===== src/rtl/sw_digit_capture.sv =====
// Switch front-end for the password lock: synchronise, debounce and turn the
// ten digit switches into one-cycle digit / multi-switch-error events.
module sw_digit_capture #(
    parameter int unsigned DEB_CYCLES = 50000
) (
    input  logic       clk,
    input  logic       rst,
    input  logic [9:0] sw,
    output logic       digit_valid,
    output logic [3:0] digit,
    output logic       multi_err,
    output logic       held,
    output logic [9:0] sw_db
);

    localparam int unsigned CNT_W = (DEB_CYCLES > 1) ? $clog2(DEB_CYCLES) : 1;
    localparam logic [CNT_W-1:0] CNT_MAX = CNT_W'(DEB_CYCLES - 1);

    typedef enum logic {
        HELD  = 1'b0,
        ARMED = 1'b1
    } state_t;

    logic [9:0]       s1_q, s1_d;
    logic [9:0]       s2_q, s2_d;
    logic [9:0]       last_q, last_d;
    logic [CNT_W-1:0] cnt_q, cnt_d;
    logic [9:0]       sw_db_q, sw_db_d;
    logic             db_ok_q, db_ok_d;
    state_t           state_q, state_d;
    logic             digit_valid_q, digit_valid_d;
    logic [3:0]       digit_q, digit_d;
    logic             multi_err_q, multi_err_d;
    logic             held_q, held_d;

    function automatic logic is_one_hot(input logic [9:0] v);
        return (v != 10'd0) && ((v & (v - 10'd1)) == 10'd0);
    endfunction

    function automatic logic [3:0] one_hot_index(input logic [9:0] v);
        logic [3:0] idx;
        idx = 4'd0;
        for (int k = 0; k < 10; k++) begin
            if (v[k]) begin
                idx = 4'(k);
            end else begin
                idx = idx;
            end
        end
        return idx;
    endfunction

    // Synchroniser and shared-counter debounce. db_ok marks that sw_db holds a
    // genuinely settled value; the all-zero reset value of sw_db must not arm
    // the FSM, otherwise switches already up at reset would register a digit.
    always_comb begin
        s1_d    = sw;
        s2_d    = s1_q;
        last_d  = last_q;
        cnt_d   = cnt_q;
        sw_db_d = sw_db_q;
        db_ok_d = db_ok_q;
        if (s2_q != last_q) begin
            last_d = s2_q;
            cnt_d  = {CNT_W{1'b0}};
        end else if (cnt_q == CNT_MAX) begin
            sw_db_d = last_q;
            db_ok_d = 1'b1;
        end else begin
            cnt_d = cnt_q + CNT_W'(1);
        end
    end

    // Next-state logic: arm on full release, re-hold on any press.
    always_comb begin
        state_d = state_q;
        case (state_q)
            HELD: begin
                if (db_ok_q && (sw_db_q == 10'd0)) begin
                    state_d = ARMED;
                end else begin
                    state_d = HELD;
                end
            end
            ARMED: begin
                if (sw_db_q != 10'd0) begin
                    state_d = HELD;
                end else begin
                    state_d = ARMED;
                end
            end
            default: state_d = HELD;
        endcase
    end

    // Output decode, registered below so every output comes straight from a flop.
    always_comb begin
        digit_valid_d = 1'b0;
        multi_err_d   = 1'b0;
        digit_d       = digit_q;
        held_d        = (state_d == HELD);
        if ((state_q == ARMED) && (sw_db_q != 10'd0)) begin
            if (is_one_hot(sw_db_q)) begin
                digit_valid_d = 1'b1;
                digit_d       = one_hot_index(sw_db_q);
            end else begin
                multi_err_d = 1'b1;
            end
        end else begin
            digit_valid_d = 1'b0;
        end
    end

    // State and output registers with synchronous active-low reset.
    always_ff @(posedge clk) begin
        if (!rst) begin
            s1_q          <= 10'd0;
            s2_q          <= 10'd0;
            last_q        <= 10'd0;
            cnt_q         <= {CNT_W{1'b0}};
            sw_db_q       <= 10'd0;
            db_ok_q       <= 1'b0;
            state_q       <= HELD;
            digit_valid_q <= 1'b0;
            digit_q       <= 4'd0;
            multi_err_q   <= 1'b0;
            held_q        <= 1'b1;
        end else begin
            s1_q          <= s1_d;
            s2_q          <= s2_d;
            last_q        <= last_d;
            cnt_q         <= cnt_d;
            sw_db_q       <= sw_db_d;
            db_ok_q       <= db_ok_d;
            state_q       <= state_d;
            digit_valid_q <= digit_valid_d;
            digit_q       <= digit_d;
            multi_err_q   <= multi_err_d;
            held_q        <= held_d;
        end
    end

    assign digit_valid = digit_valid_q;
    assign digit       = digit_q;
    assign multi_err   = multi_err_q;
    assign held        = held_q;
    assign sw_db       = sw_db_q;

endmodule


===== config.mk =====
export PLATFORM = sky130hd
export DESIGN_NAME = sw_digit_capture
export DESIGN_NICKNAME = d
export VERILOG_FILES = /design/src/rtl/sw_digit_capture.sv
export SDC_FILE = /design/constraint.sdc
export NUM_CORES = 1
export LEC_CHECK = 0
export CAP_MARGIN = 15
export CORE_MARGIN = 3
export CORE_UTILIZATION = 40
export CTS_CLUSTER_SIZE = 30
export DETAILED_ROUTE_END_ITERATION = 10
export GPL_TIMING_DRIVEN = 0
export SYNTH_ARGS = -nofsm -noshare
export SYNTH_HDL_FRONTEND = slang
export SYNTH_SLANG_ARGS = --single-unit

===== constraint.sdc =====
create_clock -name clk -period 3.45 [get_ports clk]
set_input_delay 0.69 -clock clk [delete_from_list [all_inputs] [get_ports clk]]
set_output_delay 0.69 -clock clk [all_outputs]
set_load 0.005 [all_outputs]

==> results.json <==
{
  "setup_ws_ns": 1.12,
  "endpoint_kind": "register",
  "cts_tree": "yes",
  "finClkSkew_ns": 0.0107,
  "synth.most_common_cell": "dfxtp_1",
  "grt_max_degree": 13,
  "finalInstanceArea_um2": 3150,
  "place.gp.congestion": 0.743,
  "ys.flop_type": "dfxtp_1",
  "core_area_um2": 5990,
  "utilization_pct": 52.5,
  "synth_edf_count": 0,
  "cts.repair.resized": 0,
  "rsz0062_at_grt": "false",
  "cts_buffers": 9,
  "cts_setup_buffers": 0,
  "routed_wl_mm": 4.49,
  "antenna_found_initial": 0,
  "grt_usage_pct": 13.7,
  "vdd_drop_max_v": 0.000334,
  "worst_hold_startpoint": "s1_q[2]",
  "start_kind": "register",
  "min_to": "s2_q[2]",
  "hold_slack_ns": 0.434,
  "grt_pass1_vias": 1605,
  "avgSynthCellArea_um2": 10.2,
  "seq_area_frac_synth_pct": 52.1,
  "wl_met3_um": 168,
  "cap_violations": 0,
  "drt_iter0_markers": 53,
  "synthTopCellsByCount": "65 x dfxtp_1, 31 x and2_1, 24 x nor2_1",
  "synth_top_cell_area_share_pct": 52.1,
  "critPathMaxFanout": 10,
  "routedWlPerCell_um": 12.3,
  "pre_cts_ws_ns": 1.14,
  "min_delay_path_depth": 1,
  "yosysTopAreaCell": "dfxtp_1",
  "rrSetupSlack_ns": 1.12,
  "hp-class": "register to register",
  "setup_violations": 0,
  "die-area_um2": 7230,
  "leakage_nw": 1.15,
  "root_buffer": "clkbuf_8",
  "syn-cell-area_um2": 2500,
  "fmax_ghz": 0.429,
  "status": "finished clean",
  "r2r_cells": 6,
  "synth-seq-cells": 65,
  "synthTopCellsByArea": "dfxtp_1 52%, and2_1 7.8%, xnor2_1 5.3%, mux2i_1 5.2%, nor2_1 3.6%",
  "clockBufferDepth": 2,
  "slew_viol_final": 0,
  "powerDensity_nw_per_um2": 539,
  "wl_met2_mm": 2.01,
  "viasPerCell": 4.75,
  "drc": 0,
  "hold_violations": 0,
  "vias": 1733,
  "yosysWarnings": 0,
  "area_delta_synth_final_pct": 26.0,
  "syn_nets": 259,
  "worstPathArrival_ns": 2.55,
  "grt_pass1_wl_mm": 7.82,
  "fillers": 552,
  "h-tree-depth": 3,
  "crit_type": "register to register",
  "synthCells": 246,
  "ioPinCount": 29,
  "gr-total-overflow": 0,
  "cts_sinks": 65,
  "ys_types": 40,
  "row_count": 28,
  "ant_nets": 0,
  "synth-async-reset-ratio_pct": 0,
  "path_clk_slew_ns": 0.07,
  "hpwl_mm": 3.10,
  "dr.pass1.iters": 4,
  "initial_core_util_pct": 41.7,
  "numPortBuffers": 28,
  "reg2reg_to": "sw_db[0]",
  "fin_crit_sh_pct": 67.6,
  "die_w_um": 85.0,
  "layout_min_cycle_time_ns": 2.33,
  "met1_length_mm": 2.27,
  "tightest_slew_ns": 0.475,
  "insertion_delay_ns": 0.33,
  "ctsHoldBuffers": 0,
  "postPlaceCellArea_um2": 2870,
  "r2r_start": "cnt_q[11]",
  "cp.required_ns": 3.67,
  "num_antenna_cells": 0,
  "layout-drive-gt1-share_pct": 8.62,
  "die_h_um": 85.0,
  "tns_ns": 0,
  "fin_nets": 298,
  "routed.top_layer": "met4",
  "slew_headroom_pct": 68.1
}
per-layer routing:
layer	vias up	track usage [%]
met1	780	18.7
met5	-	0
met4	0	5.47
met2	37	19.9
met3	4	4.47
li1	912	-
worst max-delay path, stage by stage (launching register included):
cell and delay (ns):
dfxtp_1 0.35, or4b_4 0.58, nor4_4 0.47, nor4b_4 0.35
buf_6 0.22, mux2i_1 0.20, nor2b_1 0.06
worst max path at each step:
stage,from,to,slack [ns],depth (start not counted)
3_5_place_dp,cnt_q[11],sw_db[4],1.14,6
6_report,cnt_q[11],sw_db[0],1.12,6
3_3_place_gp,cnt_q[11],sw_db[1],1.19,6
4_1_cts,cnt_q[11],sw_db[0],1.12,6
5_1_grt,cnt_q[11],sw_db[0],1.02,6
2_1_floorplan,cnt_q[11],sw_db[0],1.35,6
cell usage in the layout (no fill, tap or decap), types with 2 or more instances in the layout:
master           instances
a211oi_1                 2
a21oi_1                  4
and2_1                  31
and3_1                   2
bufinv_16                4
clkbuf_1                 7
clkbuf_8                10
clkdlybuf4s50_1         28
dfxtp_1                 65
inv_1                    4
maj3_1                   2
mux2i_1                 13
nand2_1                 11
nand3_1                  8
nand4_1                  4
nor2_1                  24
nor2b_1                 10
nor3_1                   8
o211a_1                  2
o21ai_0                  3
or3_1                    4
or4_1                    2
xnor2_1                 15
xor2_1                   6
sequential cells by signal, indices dropped and copies added (netlist names):
name,cells
sw_db,10
digit_valid,1
held,1
db_ok_q,1
last_q,10
state_q,1
multi_err,1
s2_q,10
s1_q,10
digit,4
cnt_q,16
cells by family (layout without fill, tap and decap cells):
family / Yosys count / count (layout) / share of synthesized area (%)
fa+ha+maj: 3 / 3 / 1.30
xor+xnor: 21 / 21 / 7.36
simple gates: 114 / 114 / 26.9
buf+inv: 12 / 56 / 2.10
flops: 65 / 65 / 52.1
mux: 13 / 13 / 5.21
compound gates: 18 / 18 / 5.06
report_power, final:
group	switching, mW	internal [mW]
registers	0.00698	0.765
clock network	0.295	0.577
logic	0.0248	0.0289
total	0.327	1.37
area by class of cell:
type                            count  area, um^2  share of cell area, %
Buffer                              8        37.5                   1.19
Clock buffer                       10         138                   4.37
Clock inverter                      6         138                   4.37
Inverter                            4        15.0                  0.477
Multi-Input combinational cell    169        1140                   36.4
Sequential cell                    65        1300                   41.3
Tap cell                           75        93.8                   2.98
Timing Repair Buffer               28         280                   8.90
through the flow:
step	power, mW	std cells
floorplan	0.821	246
global placement	0.843	349
detailed placement	0.844	349
CTS	1.72	365
global route	1.76	365
finish	1.70	365
No activity file was read; power rests on OpenSTA's default activity.
